**src/rtl/pipe_issue_ctrl_pkg.sv**
```systemverilog
// Shared constants and types for the pipeline issue controller.
// The PIPE_ISSUE_FUNC_CHK_EN build uses func_legal() to screen undefined ALU ops.
package pipe_ctrl_pkg;
  localparam int REG_W  = 4;
  localparam int ADDR_W = 8;
  localparam int NREGS  = 16;

  typedef enum logic [3:0] {
    FUNC_ADD, FUNC_SUB, FUNC_AND, FUNC_OR, FUNC_XOR, FUNC_SLT,
    FUNC_LD, FUNC_ST, FUNC_SHR, FUNC_SRA, FUNC_SHL
  } func_e;

  localparam logic [3:0] FUNC_MAX = 4'd10;

  typedef struct packed {
    logic             valid;
    logic [REG_W-1:0] rd;
  } inflight_t;

  function automatic logic func_legal(input logic [3:0] f);
    return f <= FUNC_MAX;
  endfunction
endpackage

```
**src/rtl/pipe_issue_ctrl_if.sv**
```systemverilog
// Requester and issue-side bus of pipe_issue_ctrl.
// The slave modport is the controller's view; master is the requester/pipeline side.
interface pipe_issue_ctrl_if #(parameter int NREQ = 4);
  import pipe_ctrl_pkg::*;
  localparam int ID_W = $clog2(NREQ);

  logic [NREQ-1:0]        req_valid;
  logic [NREQ-1:0]        req_ready;
  logic [REG_W*NREQ-1:0]  req_rs1;
  logic [REG_W*NREQ-1:0]  req_rs2;
  logic [REG_W*NREQ-1:0]  req_rd;
  logic [REG_W*NREQ-1:0]  req_func;
  logic [ADDR_W*NREQ-1:0] req_addr;

  logic                   iss_valid;
  logic [REG_W-1:0]       iss_rs1;
  logic [REG_W-1:0]       iss_rs2;
  logic [REG_W-1:0]       iss_rd;
  logic [REG_W-1:0]       iss_func;
  logic [ADDR_W-1:0]      iss_addr;
  logic [ID_W-1:0]        iss_id;

  modport master (
    output req_valid, req_rs1, req_rs2, req_rd, req_func, req_addr,
    input  req_ready,
    input  iss_valid, iss_rs1, iss_rs2, iss_rd, iss_func, iss_addr, iss_id
  );

  modport slave (
    input  req_valid, req_rs1, req_rs2, req_rd, req_func, req_addr,
    output req_ready,
    output iss_valid, iss_rs1, iss_rs2, iss_rd, iss_func, iss_addr, iss_id
  );
endinterface

```
**src/rtl/pipe_issue_ctrl_arbiter.sv**
```systemverilog
// Combinational round-robin pick: first eligible requester at or above ptr, with wrap.
// The pointer register itself lives in the parent.
module rr_arbiter #(
  parameter int N = 4
) (
  input  logic [N-1:0]         eligible,
  input  logic [$clog2(N)-1:0] ptr,
  output logic [N-1:0]         grant,
  output logic [$clog2(N)-1:0] grant_idx,
  output logic                 any_grant
);
  localparam int IW = $clog2(N);

  function automatic logic [IW-1:0] wrap_idx(input logic [IW-1:0] p, input int k);
    int s;
    s = int'(p) + k;
    if (s >= N) s = s - N;
    return IW'(s);
  endfunction

  always_comb begin
    grant     = '0;
    grant_idx = '0;
    any_grant = 1'b0;
    for (int k = 0; k < N; k++) begin
      if (!any_grant && eligible[wrap_idx(ptr, k)]) begin
        any_grant                 = 1'b1;
        grant_idx                 = wrap_idx(ptr, k);
        grant[wrap_idx(ptr, k)]   = 1'b1;
      end
    end
  end
endmodule

```
**src/rtl/pipe_issue_ctrl.sv**
```systemverilog
// Issue scheduler: round-robin among hazard-free requesters, scoreboard holds rd until write-back.
// Optional macro PIPE_ISSUE_FUNC_CHK_EN rejects func > FUNC_MAX and adds the err_func pulse.
module pipe_issue_ctrl
  import pipe_ctrl_pkg::*;
#(
  parameter int NREQ   = 4,
  parameter int WB_LAT = 3,
  parameter int CNT_W  = 16
) (
  input  logic               clk,
  input  logic               rst,
  pipe_issue_ctrl_if.slave   bus,
  input  logic               hold,
  output logic [NREGS-1:0]   sb_busy,
  output logic [CNT_W-1:0]   stall_cnt
`ifdef PIPE_ISSUE_FUNC_CHK_EN
  ,
  output logic               err_func
`endif
);
  localparam int ID_W = $clog2(NREQ);

  logic [ID_W-1:0]  rr_ptr, ptr_next, grant_idx;
  logic [NREQ-1:0]  eligible, grant;
  logic             any_grant, err_hit;
  logic [REG_W-1:0] rd_g;
  logic [NREGS-1:0] set_mask, clr_mask;
  inflight_t        inflight [WB_LAT];

  function automatic logic [REG_W-1:0] fld(input logic [REG_W*NREQ-1:0] v, input int i);
    return v[REG_W*i +: REG_W];
  endfunction

  function automatic logic [ID_W-1:0] inc_idx(input logic [ID_W-1:0] p);
    return (int'(p) == NREQ-1) ? '0 : p + 1'b1;
  endfunction

  always_comb begin
    eligible = '0;
    for (int i = 0; i < NREQ; i++) begin
      eligible[i] = bus.req_valid[i] & ~hold
                  & ~sb_busy[fld(bus.req_rs1, i)]
                  & ~sb_busy[fld(bus.req_rs2, i)]
                  & ~sb_busy[fld(bus.req_rd, i)]
`ifdef PIPE_ISSUE_FUNC_CHK_EN
                  & func_legal(fld(bus.req_func, i))
`endif
                  ;
    end
  end

  rr_arbiter #(.N(NREQ)) u_arb (
    .eligible  (eligible),
    .ptr       (rr_ptr),
    .grant     (grant),
    .grant_idx (grant_idx),
    .any_grant (any_grant)
  );

  assign bus.req_ready = rst ? '0 : grant;

`ifdef PIPE_ISSUE_FUNC_CHK_EN
  // An illegal op parked at the pointer would otherwise pin the search forever.
  assign err_hit = bus.req_valid[rr_ptr] & ~hold & ~func_legal(fld(bus.req_func, int'(rr_ptr)));
`else
  assign err_hit = 1'b0;
`endif

  always_comb begin
    rd_g     = fld(bus.req_rd, int'(grant_idx));
    set_mask = any_grant ? (NREGS'(1) << rd_g) : '0;
    clr_mask = inflight[WB_LAT-1].valid ? (NREGS'(1) << inflight[WB_LAT-1].rd) : '0;
    ptr_next = rr_ptr;
    if (any_grant)    ptr_next = inc_idx(grant_idx);
    else if (err_hit) ptr_next = inc_idx(rr_ptr);
  end

  always_ff @(posedge clk or posedge rst) begin
    if (rst) begin
      rr_ptr       <= '0;
      sb_busy      <= '0;
      stall_cnt    <= '0;
      bus.iss_valid <= 1'b0;
      bus.iss_rs1  <= '0;
      bus.iss_rs2  <= '0;
      bus.iss_rd   <= '0;
      bus.iss_func <= '0;
      bus.iss_addr <= '0;
      bus.iss_id   <= '0;
      for (int k = 0; k < WB_LAT; k++) inflight[k] <= '0;
    end else begin
      rr_ptr  <= ptr_next;
      // set after clear so a set wins on a same-bit collision
      sb_busy <= (sb_busy & ~clr_mask) | set_mask;
      inflight[0].valid <= any_grant;
      inflight[0].rd    <= rd_g;
      for (int k = 1; k < WB_LAT; k++) inflight[k] <= inflight[k-1];
      bus.iss_valid <= any_grant;
      if (any_grant) begin
        bus.iss_rs1  <= fld(bus.req_rs1, int'(grant_idx));
        bus.iss_rs2  <= fld(bus.req_rs2, int'(grant_idx));
        bus.iss_rd   <= rd_g;
        bus.iss_func <= fld(bus.req_func, int'(grant_idx));
        bus.iss_addr <= bus.req_addr[ADDR_W*int'(grant_idx) +: ADDR_W];
        bus.iss_id   <= grant_idx;
      end
      if (|bus.req_valid && !hold && !any_grant && stall_cnt != '1)
        stall_cnt <= stall_cnt + CNT_W'(1);
    end
  end

`ifdef PIPE_ISSUE_FUNC_CHK_EN
  always_ff @(posedge clk or posedge rst) begin
    if (rst) err_func <= 1'b0;
    else     err_func <= err_hit;
  end
`endif
endmodule
```
**src/flat_wrapper.sv**
```systemverilog
// flat-port wrapper written by rule: the top's interface ports become plain ports
module pipe_issue_ctrl_flat import pipe_ctrl_pkg::*;
#(
  parameter int NREQ   = 4,
  parameter int WB_LAT = 3,
  parameter int CNT_W  = 16
)
  (clk, rst, hold, sb_busy, stall_cnt, bus_req_valid, bus_req_rs1, bus_req_rs2, bus_req_rd, bus_req_func, bus_req_addr, bus_req_ready, bus_iss_valid, bus_iss_rs1, bus_iss_rs2, bus_iss_rd, bus_iss_func, bus_iss_addr, bus_iss_id);
  pipe_issue_ctrl_if #(.NREQ(NREQ)) bus_i ();
  input  logic clk;
  input  logic rst;
  input  logic hold;
  output logic [NREGS-1:0] sb_busy;
  output logic [CNT_W-1:0] stall_cnt;
  input wire logic [$bits(bus_i.req_valid)-1:0] bus_req_valid;
  input wire logic [$bits(bus_i.req_rs1)-1:0] bus_req_rs1;
  input wire logic [$bits(bus_i.req_rs2)-1:0] bus_req_rs2;
  input wire logic [$bits(bus_i.req_rd)-1:0] bus_req_rd;
  input wire logic [$bits(bus_i.req_func)-1:0] bus_req_func;
  input wire logic [$bits(bus_i.req_addr)-1:0] bus_req_addr;
  output wire logic [$bits(bus_i.req_ready)-1:0] bus_req_ready;
  output wire logic [$bits(bus_i.iss_valid)-1:0] bus_iss_valid;
  output wire logic [$bits(bus_i.iss_rs1)-1:0] bus_iss_rs1;
  output wire logic [$bits(bus_i.iss_rs2)-1:0] bus_iss_rs2;
  output wire logic [$bits(bus_i.iss_rd)-1:0] bus_iss_rd;
  output wire logic [$bits(bus_i.iss_func)-1:0] bus_iss_func;
  output wire logic [$bits(bus_i.iss_addr)-1:0] bus_iss_addr;
  output wire logic [$bits(bus_i.iss_id)-1:0] bus_iss_id;
  assign bus_i.req_valid = bus_req_valid;
  assign bus_i.req_rs1 = bus_req_rs1;
  assign bus_i.req_rs2 = bus_req_rs2;
  assign bus_i.req_rd = bus_req_rd;
  assign bus_i.req_func = bus_req_func;
  assign bus_i.req_addr = bus_req_addr;
  assign bus_req_ready = bus_i.req_ready;
  assign bus_iss_valid = bus_i.iss_valid;
  assign bus_iss_rs1 = bus_i.iss_rs1;
  assign bus_iss_rs2 = bus_i.iss_rs2;
  assign bus_iss_rd = bus_i.iss_rd;
  assign bus_iss_func = bus_i.iss_func;
  assign bus_iss_addr = bus_i.iss_addr;
  assign bus_iss_id = bus_i.iss_id;
  pipe_issue_ctrl #(.NREQ(NREQ), .WB_LAT(WB_LAT), .CNT_W(CNT_W)) u_core (.clk(clk), .rst(rst), .bus(bus_i), .hold(hold), .sb_busy(sb_busy), .stall_cnt(stall_cnt));
endmodule
```
**config.mk**
```make
export PLATFORM = sky130hd
export DESIGN_NAME = pipe_issue_ctrl_flat
export DESIGN_NICKNAME = d
export VERILOG_FILES = /design/src/rtl/pipe_issue_ctrl_pkg.sv /design/src/rtl/pipe_issue_ctrl_if.sv /design/src/rtl/pipe_issue_ctrl_arbiter.sv /design/src/rtl/pipe_issue_ctrl.sv /design/src/flat_wrapper.sv
export SDC_FILE = /design/constraint.sdc
export NUM_CORES = 1
export LEC_CHECK = 0
export ABC_AREA = 1
export ABC_CLOCK_PERIOD_IN_PS = 2700
export BUFFER_PORTS_ARGS = -buffer_cell sky130_fd_sc_hd__buf_2
export CAP_MARGIN = 10
export CORE_MARGIN = 2
export CORE_UTILIZATION = 35
export DETAILED_ROUTE_END_ITERATION = 16
export SLEW_MARGIN = 20
export SYNTH_ARGS = -nofsm -noshare
export SYNTH_HDL_FRONTEND = slang
export SYNTH_SLANG_ARGS = --single-unit
export TNS_END_PERCENT = 20
```
**constraint.sdc**
```tcl
create_clock -name clk -period 2.7 [get_ports clk]
set_input_delay 0.27 -clock clk [delete_from_list [all_inputs] [get_ports clk]]
set_output_delay 0.27 -clock clk [all_outputs]
set_load 0.005 [all_outputs]
```
; Yosys cells after proc, flatten, opt, wreduce, memory -nomap -nowiden
; Index checks and enable logic that the tools add are counted.
[op_classes]
n_addsub = 9
magnitude_cmp = 28
eq_ne = 2
shifts = 7
n_mux = 64
n_bitwise = 35
n_reduce_logical = 16
[ops]
columns = op, n
row1 = $shiftx 16x5->4, 4
row2 = $lt 4x5->1 const B, 12
row3 = $bmux 1 s4, 12
row4 = $mux 16, 2
row5 = $shiftx 32x6->8, 1
row6 = $shl 1x4->16 const A, 2
row7 = $mux 2, 13
row8 = $lt 2x3->1 const B, 8
row9 = $mux 1, 24
row10 = $mux 4, 5
row11 = $add 16x1->16 const B, 1
row12 = $and 1x1->1, 16
row13 = $and 16x16->16, 1
row14 = $ne 16x16->1 const B, 1
row15 = $not 16->16, 1
row16 = $or 16x16->16, 1
row17 = $not 1->1, 13
row18 = $or 4x4->4, 3
row19 = $logic_and 1x1->1, 10
row20 = $ge 3x3->1 const B, 3
row21 = $bmux 1 s2, 4
row22 = $demux 1 s2, 4
row23 = $ge 2x1->1 const B, 4
row24 = $sub 2x1->2 const B, 4
row25 = 7 further kinds, 12
[totals]
ff_bits = 75
out_inout_bits = 63
elab_cells = 176

; Longest topological paths before layout
[depth]
ltp_word = 25
ltp_mapped = 23

; Cells and area by module
; A second synthesis with hierarchy kept.
[hier_totals]
cells_unflattened = 984
hier_area_um2 = 6268.5
[by_module_without_submodules]
columns = mod, n_inst, cells_each, area_each_um2, seq_area_each_um2
row1 = pipe_issue_ctrl, 1, 910, 5833.1, 1876.8
row2 = rr_arbiter, 1, 74, 435.4, 0.0

; Worst setup path after synthesis
; OpenSTA, ideal clock, no wires.
[synth_timing]
path_kind = register to register
startpoint = register u_core.rr_ptr[0]
endpoint = register u_core.stall_cnt[12]
arrival_time_ps = 2376
required_time_ps = 2577
slack_ps = 200
path_stages_with_launch = 14
period_less_slack_ps = 2500
path_cell_list = dfrtp_1 > buf_2 > inv_1 > ha_1 > inv_1 > nand3_1 > nand2_2 > nand3_2 > nor2_8 > nand2_4 > inv_2 > nand3_1 > nand3b_1 > xor2_1
[synth_between]
elab_chain_cells = 17
elab_cells_between_ends = 36
[synth_rtl]
columns = element, line_no
row1 = start: declaration, pipe_issue_ctrl.sv:23  ; logic [ID_W-1:0] rr_ptr, ptr_next, grant_idx;
row2 = start signal: assignment, pipe_issue_ctrl.sv:92  ; rr_ptr <= ptr_next;
row3 = "parallel branches: the longest is 13 deep, another holds $add 2x1->3", --
row4 = $mux 1 *, pipe_issue_ctrl_arbiter.sv:26  ; if (!any_grant && eligible[wrap_idx(ptr, k)]) begin
row5 = $logic_not 1->1 *, pipe_issue_ctrl.sv:107  ; if (|bus.req_valid && !hold && !any_grant && stall_cnt != '1)
row6 = $logic_and 1x1->1 * (2 in series), pipe_issue_ctrl.sv:107
row7 = end signal: assignment, pipe_issue_ctrl.sv:108  ; stall_cnt <= stall_cnt + CNT_W'(1);
row8 = end: declaration, pipe_issue_ctrl.sv:15  ; output logic [CNT_W-1:0] stall_cnt
; Every way passes the cells marked *. The select of a mux whose other input is x is not followed.
; A chain may end at the register's enable or synchronous reset.

; Worst setup path in the final report
[layout_timing]
startpoint = register u_core.sb_busy[2]
endpoint = register u_core.sb_busy[2]
[layout_between]
elab_chain_cells = 22
elab_cells_between_ends = 75
[layout_rtl]
columns = element, line_no
row1 = start: declaration, pipe_issue_ctrl.sv:14  ; output logic [NREGS-1:0] sb_busy,
row2 = start signal: assignment, pipe_issue_ctrl.sv:94  ; sb_busy <= (sb_busy & ~clr_mask) | set_mask;
row3 = $bmux 1 s4, pipe_issue_ctrl.sv:42  ; & ~sb_busy[fld(bus.req_rs1, i)]
row4 = $mux 1 (implied by the code), pipe_issue_ctrl.sv:42
row5 = $not 1->1, pipe_issue_ctrl.sv:42
row6 = $and 1x1->1, pipe_issue_ctrl.sv:42
row7 = $and 1x1->1, pipe_issue_ctrl.sv:43  ; & ~sb_busy[fld(bus.req_rs2, i)]
row8 = $and 1x1->1, pipe_issue_ctrl.sv:44  ; & ~sb_busy[fld(bus.req_rd, i)]
row9 = $bmux 1 s2, pipe_issue_ctrl_arbiter.sv:26
row10 = $mux 1 (implied by the code), pipe_issue_ctrl_arbiter.sv:26
row11 = (+6 left out), --
row12 = $mux 1, pipe_issue_ctrl_arbiter.sv:26
row13 = $logic_not 1->1, pipe_issue_ctrl_arbiter.sv:26
row14 = $logic_and 1x1->1, pipe_issue_ctrl_arbiter.sv:26
row15 = $mux 2, pipe_issue_ctrl_arbiter.sv:26
row16 = $shiftx 16x5->4, pipe_issue_ctrl.sv:31  ; return v[REG_W*i +: REG_W];
row17 = $shl 1x4->16, pipe_issue_ctrl.sv:71  ; set_mask = any_grant ? (NREGS'(1) << rd_g) : '0;
row18 = $mux 16, pipe_issue_ctrl.sv:71
row19 = $or 16x16->16 *, pipe_issue_ctrl.sv:94
; Every way passes the cells marked *; elsewhere a longest branch is shown, timed or not. The select of a mux whose other input is x is not followed.

==> metrics.log <==
[metrics] final hold slack: 0.0334 ns
[metrics] pins over their slew limit: 0
[metrics] die outline area: 19700 um2
[metrics] total of flip-flops plus latches after synthesis: 75
[metrics] num ports: 166
[metrics] Initial DRC Count: 824
[metrics] signed area change from the synthesized netlist to the final layout: 41.8%
[metrics] Worst Setup Slack, final: -0.291 ns
[metrics] H-tree lvl count: 3
[metrics] number of vias in the routed layout: 7882
[metrics] clk buf depth: 2
[metrics] antenna violations before repair: 2
[metrics] startpoint of the worst register-to-register path: u_core.sb_busy[2]
[metrics] synthesized area per cell: 6.43 um2
[metrics] clock transition at the register clock pins on the worst setup and hold paths after CTS: 0.07 ns
[metrics] Syn Nets: 1124
[metrics] fillcell total: 1777
[metrics] number of clock buffers inserted by TritonCTS: 9
[metrics] Worst Setup End Kind: register
[metrics] violated checks: negative setup slack
[metrics] setup TNS: -6.73 ns
[metrics] Initial Util: 36.0%
[metrics] total net switching power: 5.34 mW
[metrics] Max-Slew Margin vs Limit: 56.9%
[metrics] most frequent standard cell in the layout excluding fill and tap cells: nand2_1
[metrics] number of maximum-capacitance constraint violations: 0
[metrics] min cycle time layout: 2.99 ns
[metrics] largest net degree at the start of global routing: 43
[metrics] CTS hold repair buffers: 0
[metrics] Static Leakage: 4.65 nW
[metrics] final routed DRC violation total: 0
[metrics] biggest fanout along the worst timing path: 10
[metrics] launching element type of the critical path: register
[metrics] Int Power: 5.42 mW
[metrics] post-synthesis instance area: 6510 um2
[metrics] portion of the post-synthesis area used by sequential elements: 28.8%
[metrics] global route overflow: 0
[metrics] HPWL reported at the end of detailed placement: 18600 um
[metrics] post-synthesis instance total: 1012
[metrics] required time of the critical path: 2.98 ns
[metrics] period utilization: 111%
[metrics] Worst Reg2Reg Path Length in Cells: 22
[metrics] Synth warnings: 0
[metrics] count of antenna-violating nets left after detailed routing: 0
[metrics] TritonCTS clock tree: built
[metrics] Worst Setup Path Type: reg -> reg
[metrics] setup repair after global routing missed its margin: yes
[metrics] routed length per placed instance: 17.2 um
[metrics] Clock Latency Late Sink: 0.36 ns
[metrics] run status: finished, violations left
[metrics] data arrival time at the worst-slack endpoint: 3.28 ns
[metrics] worst vdd ir: 0.744 mV
[metrics] power density over the cells: 1170 nW/um2
[metrics] weighted congestion at the end of routability-driven global placement: 0.913
[metrics] placeable core region: 18100 um2
[metrics] sum of routed wire length over all layers: 25700 um
[metrics] Hold Crit Class: in -> async
[metrics] highest attainable clock frequency: 0.334 GHz
[metrics] part of the power in registers: 18.8%
[metrics] IO buf count: 165
[metrics] final hold vios: 0
[metrics] commonest cells after routing, fill and taps aside: nand2_1, nand3_1, buf_2
[metrics] overall die height: 140 um
[metrics] wire length of the first global-routing pass: 38900 um
[metrics] Worst Max-Slew Pin Slew: 0.646 ns
[metrics] Max Clock Skew: 0.0146 ns
[metrics] Die Width: 140 um
[metrics] clock network fraction of design power: 11.0%
[metrics] fraction of layout instances using a drive strength above 1: 34.5%
[metrics] root buffer cell: clkbuf_16
[metrics] average via count per standard cell: 5.29
[metrics] detailed-router iteration count before antenna repair: 5
[metrics] post-synthesis cell type count: 38
[metrics] number of nets in the finished design: 1368
[metrics] placement row count: 49
[metrics] switching power share of the total: 49.6%
[metrics] combinational group share of total power: 70.2%
[metrics] vias in the first global route: 7347
[metrics] Final Setup Violations: 46
[metrics] # clock sinks: 75
[metrics] launch point of the critical path: u_core.sb_busy[2]
[metrics] total routing usage reported by global routing: 25.1%
worst paths after layout:
| kind | slack (ns) | end |
|---|---|---|
| worst max-delay path | -0.29 | u_core.sb_busy[2] |
| worst min-delay path | 0.03 | u_core.bus.iss_rs2[3] |
| worst max register to register | -0.29 | u_core.sb_busy[2] |
| worst min register to register | 0.34 | u_core.inflight[2] |
| max in group asynchronous | 2.01 | u_core.sb_busy[7] |
| min in group clk | 0.25 | u_core.bus.iss_addr[4] |
per-stage QoR:
| step | instance area, um2 | instances | setup slack, ns | util, % | total power, mW |
|---|---|---|---|---|---|
| after floorplan | 6510 | 1012 | 0.200 | - | 5.77 |
| after global placement | 8150 | 1448 | -0.309 | 45.1 | 8.39 |
| after detailed placement | 8150 | 1448 | -0.276 | 45.1 | 8.42 |
| after CTS | 8720 | 1471 | -0.108 | 48.2 | 9.91 |
| after global routing | 9220 | 1490 | -0.445 | 51.0 | 11.5 |
| final | 9230 | 1491 | -0.291 | 51.0 | 10.8 |
metal layers:
metal | share of wire (%) | global-route usage, %
met5 | 0.093 | 0
met4 | 3.0 | 9.68
met3 | 8.9 | 5.37
met2 | 46 | 40.1
met1 | 42 | 33.1
cell families (layout without fill, tap and decap cells):
logic type,after synthesis,count (layout),share of synthesized area [%]
AND/OR/NAND/NOR,644,644,45.1
buffers and inverters,148,395,10.7
AO/OA/AOI/OAI,121,123,11.6
flip-flops,75,75,28.8
XOR/XNOR,15,15,2.02
adder cells (fa/ha/maj),9,9,1.73
other,0,1,0
cell usage after synthesis (all sizes together):
master,instances,area [um2]
nor3,5,30.0
o21ai,71,400
inv,103,397
clkbuf,7,26.3
xor2,12,105
nand4,2,27.5
nor4,5,46.3
nand3b,3,22.5
a41oi,4,35.0
nor2,69,332
a311oi,1,8.76
dfrtp,75,1880
nand2,350,1380
buf,37,269
a21oi,8,43.8
xnor2,3,26.3
a31oi,8,50.1
ha,9,113
clkinv,1,5.00
o211ai,29,218
nand3,210,1090
sequential cells by signal (all words and copies together), names as in the netlist:
signal and count:
u_core.bus.iss_addr 8, u_core.bus.iss_func 4, u_core.bus.iss_id 2, u_core.bus.iss_rd 4, u_core.bus.iss_rs1 4, u_core.bus.iss_rs2 4, u_core.bus.iss_valid 1, u_core.inflight 14
u_core.rr_ptr 2, u_core.sb_busy 16, u_core.stall_cnt 16
final cells by class:
class                   instances  area [um2]  share of cell area [%]
diodes                          1        2.50                  0.0271
clock buffers                  10         229                    2.48
clock inverters                 6        48.8                   0.529
inverters                     104         435                    4.72
multi-input cells             791        4360                    47.2
flip-flops and latches         75        1880                    20.3
well taps                     229         287                    3.11
repair buffers                275        1990                    21.6
power groups by stage:
| stage | logic (mW) | clock network (mW) | registers [mW] |
|---|---|---|---|
| floorplan | 3.70 | 0 | 2.06 |
| global placement | 6.39 | 0 | 2.00 |
| detailed placement | 6.42 | 0 | 2.00 |
| CTS | 6.69 | 1.21 | 2.01 |
| global route | 8.20 | 1.24 | 2.09 |
| finish | 7.55 | 1.18 | 2.02 |
repair_timing:
item                       4_1_cts  5_1_grt
setup endpoints to repair       49       60
pin swaps                       27       37
buffers inserted                 7       15
resized for setup               62       75
gates cloned                     0        4
worst max-delay path, cell delays in order, from the launching register on:
cell,delay (ns)
dfrtp_1,0.39
inv_2,0.08
buf_12,0.14
nand2_2,0.05
nand3_1,0.09
nand3_1,0.09
nand3b_1,0.13
nand2_1,0.08
nor2_2,0.17
nand3_2,0.12
buf_6,0.15
nand3_2,0.09
nand2_4,0.07
nand4_4,0.12
buf_6,0.11
nand2_4,0.06
nand2_8,0.09
buf_12,0.14
o21ai_4,0.11
buf_12,0.14
o21ai_4,0.29
nand3_2,0.12
nand2_2,0.09
(Power assumes the default switching activity.)
